--- config.mk ---
export PLATFORM = sky130hd
export DESIGN_NAME = stdp_learning_unit
export DESIGN_NICKNAME = d
export VERILOG_FILES = /design/src/rtl/stdp_learning_unit.sv
export SDC_FILE = /design/constraint.sdc
export NUM_CORES = 1
export LEC_CHECK = 0
export CAP_MARGIN = 20
export CORE_AREA = 2 2 100 78
export DETAILED_ROUTE_END_ITERATION = 8
export DIE_AREA = 0 0 102 80
export PLACE_DENSITY = 0.59
export SLEW_MARGIN = 25
export SYNTH_ARGS = -nofsm -noshare
export SYNTH_HDL_FRONTEND = slang
export SYNTH_SLANG_ARGS = --single-unit
--- constraint.sdc ---
create_clock -name clk -period 11.94 [get_ports clk]
set_input_delay 2.388 -clock clk [delete_from_list [all_inputs] [get_ports clk]]
set_output_delay 2.388 -clock clk [all_outputs]
set_load 0.02 [all_outputs]
--- src/rtl/stdp_learning_unit.sv ---
// stdp_learning_unit: pair-based STDP weight update between a pre- and a
// post-synaptic spike train. Spike times are tracked with saturating timers;
// each spike starts a one-cycle evaluation that applies a decaying LTP/LTD
// delta to the weight, clamped to [0, W_MAX].
// Optional build macro STDP_LEARN_GATE_EN adds a learn_en input that freezes
// the weight (timers and time_diff keep running).
module stdp_learning_unit #(
  parameter int W_W       = 8,
  parameter int CNT_W     = 8,
  parameter int W_INIT    = 128,
  parameter int W_MAX     = 255,
  parameter int A_PLUS    = 16,
  parameter int A_MINUS   = 16,
  parameter int TAU_SHIFT = 2,
  parameter int WINDOW    = 63
) (
  input  logic             clk,
  input  logic             rst,
  input  logic             pre_spike,
  input  logic             post_spike,
`ifdef STDP_LEARN_GATE_EN
  input  logic             learn_en,
`endif
  output logic [W_W-1:0]   weight,
  output logic [CNT_W-1:0] time_diff,
  output logic             update_w_flag,
  output logic             update_dir
);

  localparam int SW = W_W + CNT_W + 2;
  localparam logic [CNT_W-1:0]      CNT_MAX  = '1;
  localparam logic [CNT_W-1:0]      WIN      = CNT_W'(WINDOW);
  localparam logic signed [SW-1:0]  W_MAX_S  = SW'(W_MAX);

  typedef enum logic {IDLE, EVAL} state_t;

  state_t                 state;
  logic [CNT_W-1:0]       cnt_pre;
  logic [CNT_W-1:0]       cnt_post;
  logic                   pre_seen;
  logic                   post_seen;
  logic [CNT_W-1:0]       dt_p1;
  logic                   dir_p1;
  logic                   ok_p1;
  logic signed [CNT_W:0]  delta_p1;
  logic [W_W-1:0]         w_next_p1;
  logic                   in_win_p1;
  logic                   do_upd_p1;
  logic                   learn_act;

`ifdef STDP_LEARN_GATE_EN
  assign learn_act = learn_en;
`else
  assign learn_act = 1'b1;
`endif

  // Decaying amplitude A - (dt >> TAU_SHIFT), floored at zero.
  function automatic logic signed [CNT_W:0] calc_delta(input logic up,
                                                       input logic [CNT_W-1:0] dt);
    logic signed [CNT_W:0] amp;
    logic signed [CNT_W:0] decay;
    logic signed [CNT_W:0] diff;
    amp   = up ? (CNT_W+1)'(A_PLUS) : (CNT_W+1)'(A_MINUS);
    decay = $signed({1'b0, dt >> TAU_SHIFT});
    diff  = amp - decay;
    return (diff < 0) ? '0 : diff;
  endfunction

  // Add or subtract delta in a wide signed domain, then saturate to [0, W_MAX].
  function automatic logic [W_W-1:0] clamp_weight(input logic [W_W-1:0] w,
                                                   input logic signed [CNT_W:0] d,
                                                   input logic up);
    logic signed [SW-1:0] ws;
    logic signed [SW-1:0] ds;
    logic signed [SW-1:0] sum;
    ws  = $signed({{(CNT_W+2){1'b0}}, w});
    ds  = $signed({{(W_W+1){d[CNT_W]}}, d});
    sum = up ? (ws + ds) : (ws - ds);
    if (sum > W_MAX_S)
      return W_W'(W_MAX);
    else if (sum < 0)
      return '0;
    else
      return sum[W_W-1:0];
  endfunction

  // Spike timers: reload to 1 on a spike, otherwise count up and saturate.
  always_ff @(posedge clk or posedge rst) begin
    if (rst) begin
      cnt_pre   <= '0;
      cnt_post  <= '0;
      pre_seen  <= 1'b0;
      post_seen <= 1'b0;
    end else begin
      if (pre_spike) begin
        cnt_pre  <= CNT_W'(1);
        pre_seen <= 1'b1;
      end else if (cnt_pre != CNT_MAX) begin
        cnt_pre <= cnt_pre + CNT_W'(1);
      end
      if (post_spike) begin
        cnt_post  <= CNT_W'(1);
        post_seen <= 1'b1;
      end else if (cnt_post != CNT_MAX) begin
        cnt_post <= cnt_post + CNT_W'(1);
      end
    end
  end

  // Evaluation stage: delta, clamped weight and the qualifying conditions.
  always_comb begin
    delta_p1  = calc_delta(dir_p1, dt_p1);
    w_next_p1 = clamp_weight(weight, delta_p1, dir_p1);
    in_win_p1 = ok_p1 && (dt_p1 != '0) && (dt_p1 <= WIN) && (dt_p1 != CNT_MAX);
    do_upd_p1 = in_win_p1 && (delta_p1 != '0) && learn_act && (w_next_p1 != weight);
  end

  // IDLE/EVAL controller. A spike arriving while in EVAL is captured straight
  // into the pairing registers, so it is evaluated on the very next cycle.
  always_ff @(posedge clk or posedge rst) begin
    if (rst) begin
      state         <= IDLE;
      dt_p1         <= '0;
      dir_p1        <= 1'b0;
      ok_p1         <= 1'b0;
      weight        <= W_W'(W_INIT);
      time_diff     <= '0;
      update_w_flag <= 1'b0;
      update_dir    <= 1'b0;
    end else begin
      update_w_flag <= 1'b0;
      if (state == EVAL) begin
        if (ok_p1)
          time_diff <= dt_p1;
        if (do_upd_p1) begin
          weight        <= w_next_p1;
          update_w_flag <= 1'b1;
          update_dir    <= dir_p1;
        end
      end
      // Coincident spikes evaluate as dt=0: time_diff clears, weight holds.
      if (pre_spike && post_spike) begin
        dt_p1  <= '0;
        dir_p1 <= 1'b0;
        ok_p1  <= 1'b1;
        state  <= EVAL;
      end else if (post_spike) begin
        dt_p1  <= cnt_pre;
        dir_p1 <= 1'b1;
        ok_p1  <= pre_seen;
        state  <= EVAL;
      end else if (pre_spike) begin
        dt_p1  <= cnt_post;
        dir_p1 <= 1'b0;
        ok_p1  <= post_seen;
        state  <= EVAL;
      end else begin
        state <= IDLE;
      end
    end
  end

endmodule
== After elaboration in Yosys (flattened, before gate mapping) ==
Index checks and enable logic that the tools add are counted.
W data, S select, Z words.

* Equality and inequality tests: 4
* Reduce and logical (&&, ||, !) cells: 13
* Add/subtract/negate cells: 5
* Mux-type cells: 22
* Magnitude comparators: 4

{| class="wikitable"
|+ Operators with widths
! operator !! number
|-
| $mux W8 || 9
|-
| $ne A8 B8 Y1 const B || 3
|-
| $gt A18 B9 Y1 const B || 1
|-
| $lt A18 B1 Y1 const B || 1
|-
| $mux W18 || 1
|-
| $add A8 B1 Y8 const B || 2
|-
| $mux W1 || 11
|-
| $add A9 B9 Y10 || 1
|-
| $sub A9 B9 Y10 || 1
|-
| $mux W9 || 1
|-
| $reduce_bool A9 Y1 || 1
|-
| $le A8 B6 Y1 const B || 1
|-
| $ne A8 B8 Y1 || 1
|-
| $reduce_bool A8 Y1 || 1
|-
| $lt A7 B1 Y1 const B || 1
|-
| $sub A5 B6 Y7 const A || 1
|-
| $logic_and A1 B1 Y1 || 6
|-
| $reduce_and A2 Y1 || 2
|-
| $reduce_bool A2 Y1 || 2
|-
| $reduce_bool A3 Y1 || 1
|}

* Flip-flop bits (word level): 47
* Input bits: 4

== Depth between registers and ports, before layout ==
* Depth in word-level cells: 12
* Depth in mapped cells: 24
* Mapped depth without buffers: 21

== Least setup slack after synthesis ==
Ideal clock, no wire load.

* Kind: register to register
* Start point: register dt_p1[2]
* End point: register update_dir
* Library setup time: 0.125 ns
* Stages on the path, launching flop included: 23
* Arrival time: 4.929 ns
* Path slack: 6.886 ns
* Cell sequence: dfrtp_1 clkbuf_1 inv_1 ha_1 or3b_1 a21oi_1 and2_1 inv_1 ha_1 a21boi_0 a2111oi_0 o41ai_1 ha_1 a21oi_1 o211ai_1 o2111a_1 o21ai_1 mux2i_4 clkbuf_1 o21ai_0 a31o_1 buf_6 mux2_4

* Word-level cells in the longest chain between the ends: 11

{| class="wikitable"
|+ Ends and longest elaborated chain
! what !! RTL line !! source
|-
| start: declaration || 42 || <nowiki>logic [CNT_W-1:0] dt_p1;</nowiki>
|-
| start signal: assignment || 148 || <nowiki>dt_p1 <= cnt_pre;</nowiki>
|-
| start signal: assignment || 153 || <nowiki>dt_p1 <= cnt_post;</nowiki>
|-
| $sub A5 B6 Y7 || 65 || <nowiki>diff = amp - decay;</nowiki>
|-
| $lt A7 B1 Y1 || 66 || <nowiki>return (diff < 0) ? '0 : diff;</nowiki>
|-
| $mux W9 || 66 ||
|-
| $sub A9 B9 Y10 / $add A9 B9 Y10 (equally long branches) || 78 || <nowiki>sum = up ? (ws + ds) : (ws - ds);</nowiki>
|-
| $mux W18 || 78 ||
|-
| $lt A18 B1 Y1 || 81 || <nowiki>else if (sum < 0)</nowiki>
|-
| $mux W8 || 81 ||
|-
| $mux W8 || 79 || <nowiki>if (sum > W_MAX_S)</nowiki>
|-
| $ne A8 B8 Y1 || 115 || <nowiki>do_upd_p1 = in_win_p1 && (delta_p1 != '0) && learn_act && (w_next_p1 != weight);</nowiki>
|-
| $logic_and A1 B1 Y1 * || 115 ||
|-
| $reduce_and A2 Y1 (no source line) * || -- ||
|-
| end signal: assignment || 138 || <nowiki>update_dir <= dir_p1;</nowiki>
|-
| end: declaration || 27 || <nowiki>output logic update_dir</nowiki>
|}

Every way passes the cells marked *; elsewhere a longest branch is shown, timed or not.
A chain may end at the register's enable or synchronous reset.

== Final worst setup path ==
* Start point: register dt_p1[2]
* End point: register weight[1]

* Word-level cells in the longest chain between the ends: 11

{| class="wikitable"
|+ Ends and longest elaborated chain
! what !! RTL line !! source
|-
| $sub A5 B6 Y7 || 65 ||
|-
| $lt A7 B1 Y1 || 66 ||
|-
| $mux W9 || 66 ||
|-
| $sub A9 B9 Y10 / $add A9 B9 Y10 (equally long branches) || 78 ||
|-
| $mux W18 || 78 ||
|-
| $lt A18 B1 Y1 || 81 ||
|-
| $mux W8 || 81 ||
|-
| $mux W8 || 79 ||
|-
| $ne A8 B8 Y1 || 115 ||
|-
| $logic_and A1 B1 Y1 || 115 ||
|-
| $reduce_and A2 Y1 (no source line) || -- ||
|-
| end signal: assignment || 126 || <nowiki>weight <= W_W'(W_INIT);</nowiki>
|-
| end signal: assignment || 136 || <nowiki>weight <= w_next_p1;</nowiki>
|-
| end: declaration || 24 || <nowiki>output logic [W_W-1:0] weight,</nowiki>
|}

Several ways; a longest one is shown, not always the timed one.

==> summary.txt <==
Longest Clk Path Bufs = 2
most repeated library cell on the critical path = sky130_fd_sc_hd__ha_1
Leak Pwr = 1.47 nW
aggregate global routing overflow = 0
cell count after synthesis = 329
routability congestion estimate from global placement = 0.894
data arrival time of the critical path = 6.18 ns
Tightest Pin Transition = 1.02 ns
delay of the slowest cell on the worst path = 0.56 ns
RSZ-0062 raised after global routing = false
nature of the critical path startpoint = flip-flop
dominant delay contributor by cell family on the critical path = compound AO/OA/AOI/OAI gates
total via count after detailed routing = 2394
number of CTS-inserted buffers = 5
R2R Setup Slk = 5.95 ns
fraction of layout cells with a size suffix above 1 = 8.72%
CTS clk-pin slew, worst paths = 0.10 ns
TritonRoute pass-1 iters = 5
setup total negative slack = 0 ns
number of flops mapped to enable cells by yosys = 0
Die Height = 80 um
post-synthesis average cell area = 9.40 um^2
cells traversed along the worst timing path = inv_1 -> ha_1 -> or3b_1 -> a21oi_1 -> and2_1 -> inv_1 -> ha_1 -> a21boi_0 -> a2111oi_0 -> o41ai_1 -> ha_1 -> a21oi_1 -> o211ai_1 -> o2111a_1 -> o21ai_1 -> mux2i_4 -> a31oi_1 -> or3_1 -> o21ai_1 -> a31o_1 -> mux2_4
first-pass GRT wire length = 11400 um
min cycle time layout = 5.99 ns
Die Footprint = 0.00816 mm^2
maximum resistive drop on vdd = 0.0776 mV
starting density of the core = 43.2%
ratio of final minimum period to clock period = 50.2%
insertion delay of the later-clocked pin in the worst-skew pair = 0.31 ns
count of pins over their slew limit = 0
PD cells = 214 mW/mm^2
Max FO, Critical Path = 16
routed wire length = 6700 um
Core Footprint = 0.00716 mm^2
number of H-tree levels = 2
maximum number of pins on one net before global-route repair = 48
fraction of the yosys area taken by sequential cells = 38.1%
root buf cell = sky130_fd_sc_hd__clkbuf_8
worst path required time = 12.13 ns
most common flop cell mapped by yosys = sky130_fd_sc_hd__dfrtp_1
count of fill cells added during filler insertion = 698
vias per std cell = 5.38
remaining design rule violation count = 0
count of nets left with antenna violations after detail routing = 0
Syn Nets = 347
Distinct cells, synth = 60
switching power of the nets = 0.304 mW
Tot GR Track Use = 18.1%
sequential share of power = 29.3%
count of hold-fix buffers inserted at cts = 0
total half-perimeter wirelength after legalization and detailed placement = 4830 um
part of the total power dissipated in the clock network = 19.0%
max-cap violations = 0
Detailed Route Iter0 Violations = 179
synthesis-to-finish area growth = 13.0%
Crit. End Element = flip-flop
Post CTS Setup Buffer Count = 0
share of total power consumed by net switching = 40.7%
# IOs = 22
DR WL/cell = 15.0 um
fraction of power consumed by combinational cells = 51.7%
internal power summed over all cells = 0.442 mW
Post-Route Hold Slack = 0.459 ns
CTS tree = done
Setup Skew = 0.0109 ns
synthesized flop and latch total = 47
Layout Cell Area excl Fill = 0.00349 mm^2
Net count, final = 361
cell with the biggest individual delay on the critical path = sky130_fd_sc_hd__a31o_1
number of buffers and inverters on the critical path = 2
number of cell rows = 27
post-cts gate resize count = 0
run status = finished clean
Diodes inserted = 0
number of setup violations in the final report = 0
PortBufs = 21
clock sinks = 47
via count of the first global-routing pass = 2202
Crit Path Class = reg2reg
asr flop ratio synth = 100%
post-place instance area = 0.00336 mm^2
warning count from the yosys run = 0
Hold WC Path Type = reg2reg
chip width = 102 um
maximum frequency from static timing analysis = 167 MHz
netlist area before placement = 0.00309 mm^2
worst relative slew slack = 31.9%
initial antenna violation count = 0
Final Hold Violating Endpoints = 0
registers in the layout, summed over array words and instances, names as in the netlist:
name	cells
cnt_post	8
cnt_pre	8
dt_p1	8
time_diff	8
weight	8
dir_p1	1
ok_p1	1
post_seen	1
pre_seen	1
state	1
update_dir	1
update_w_flag	1
final timing paths:
kind / from / to / cells past startpoint
max: dt_p1[2]$_DFFE_PP0P_ / weight[1]$_DFFE_PP0P_ / 21
min: pre_seen$_DFFE_PP0P_ / pre_seen$_DFFE_PP0P_ / 1
max reg2reg: dt_p1[2]$_DFFE_PP0P_ / weight[1]$_DFFE_PP0P_ / 21
min reg2reg: pre_seen$_DFFE_PP0P_ / pre_seen$_DFFE_PP0P_ / 1
max in group asynchronous: rst / time_diff[3]$_DFFE_PP0P_ / 2
min in group asynchronous: rst / weight[0]$_DFFE_PP0P_ / 2
placed cells by master (no fill, tap or decap), types with 4 or more instances in the layout:
cell	n
sky130_fd_sc_hd__clkdlybuf4s50_1	21
sky130_fd_sc_hd__nand2_1	23
sky130_fd_sc_hd__mux2_4	9
sky130_fd_sc_hd__mux2_2	4
sky130_fd_sc_hd__a31oi_1	6
sky130_fd_sc_hd__xnor2_1	9
sky130_fd_sc_hd__nand3b_1	5
sky130_fd_sc_hd__o21ai_1	4
sky130_fd_sc_hd__ha_1	13
sky130_fd_sc_hd__o211ai_1	5
sky130_fd_sc_hd__xor2_1	10
sky130_fd_sc_hd__mux2i_1	9
sky130_fd_sc_hd__inv_1	18
sky130_fd_sc_hd__a21oi_1	16
sky130_fd_sc_hd__nor4b_1	4
sky130_fd_sc_hd__nand3_1	9
sky130_fd_sc_hd__nor2_1	27
sky130_fd_sc_hd__nor2b_1	7
sky130_fd_sc_hd__nor3_1	8
sky130_fd_sc_hd__dfrtp_1	46
sky130_fd_sc_hd__o21ai_0	31
sky130_fd_sc_hd__clkbuf_8	5
worst reg2reg max path: cells and delay by family (launching register included):
family / cells / cell delay [ns]
muxes: 2 / 0.87
buffers and inverters: 2 / 0.20
adders and majority gates: 3 / 0.88
AOI/OAI and AO/OA: 11 / 2.50
and+or+nand+nor: 3 / 0.94
DFF: 1 / 0.48
power groups by stage:
stage	Clock [mW]	Sequential (mW)	Combinational [mW]
detailed placement	0	0.222	0.384
floorplan	0	0.232	0.283
global placement	0	0.222	0.381
CTS	0.146	0.219	0.386
global route	0.154	0.224	0.429
finish	0.142	0.218	0.386
synth_stat cells, drive strengths merged, types with 2 or more instances:
cell type,number,area share (%)
o2111ai,2,0.57
a21oi,16,2.6
or2,3,0.61
a32oi,2,0.57
o21ai,35,5.7
and3,3,0.61
o311ai,2,1.1
ha,13,5.3
nor4b,4,1.1
inv,19,2.3
a21o,3,0.73
and2,3,0.61
mux2,13,5.8
nand4,3,0.61
nand2b,2,0.40
nor3b,2,0.49
or3,2,0.40
o211ai,5,1.2
buf,6,1.4
clkbuf,9,1.1
xor2,11,3.7
mux2i,10,3.6
nand3,9,1.5
nor2b,7,1.4
nor3,8,1.3
dfrtp,46,37
nand2,23,2.8
xnor2,10,3.1
nor2,27,3.3
nand3b,5,1.2
a31oi,6,1.2
per-stage QoR:
step                setup WS (ns)  std cells  utilization (%)  power [mW]
global placement             6.19        437             46.9       0.603
detailed placement           6.02        437             46.9       0.605
finish                       5.95        445             48.8       0.746
floorplan                    6.89        329                -       0.515
global route                 5.48        445             48.8       0.806
CTS                          5.99        445             48.8       0.750
kinds of logic (layout without fill, tap and decap cells):
logic type | Yosys count | after routing | synth area share, %
muxes | 23 | 23 | 9.47
xor gates and xnor gates | 21 | 21 | 6.80
adders and majority gates | 14 | 14 | 5.91
DFF | 47 | 47 | 38.1
AOI/OAI and AO/OA | 83 | 83 | 17.0
buffers and inverters | 34 | 49 | 4.78
and+or+nand+nor | 107 | 107 | 17.9
routing by layer:
metal	vias to the layer above	global-route usage, %	routed length [um]
met1	1141	29.2	3690
met4	0	4.67	70
met3	8	4.20	333
met2	44	23.5	2610
met5	-	0	0
li1	1201	-	-
area by class of cell:
class | instances | area (um^2) | area share, %
well taps | 101 | 126 | 3.62
inverters | 19 | 72.6 | 2.08
clock buffers | 6 | 72.6 | 2.08
repair buffers | 22 | 218 | 6.23
flip-flops and latches | 47 | 1180 | 33.7
clock inverters | 2 | 60.1 | 1.72
multi-input cells | 248 | 1770 | 50.6
No activity file was read; power rests on OpenSTA's default activity.
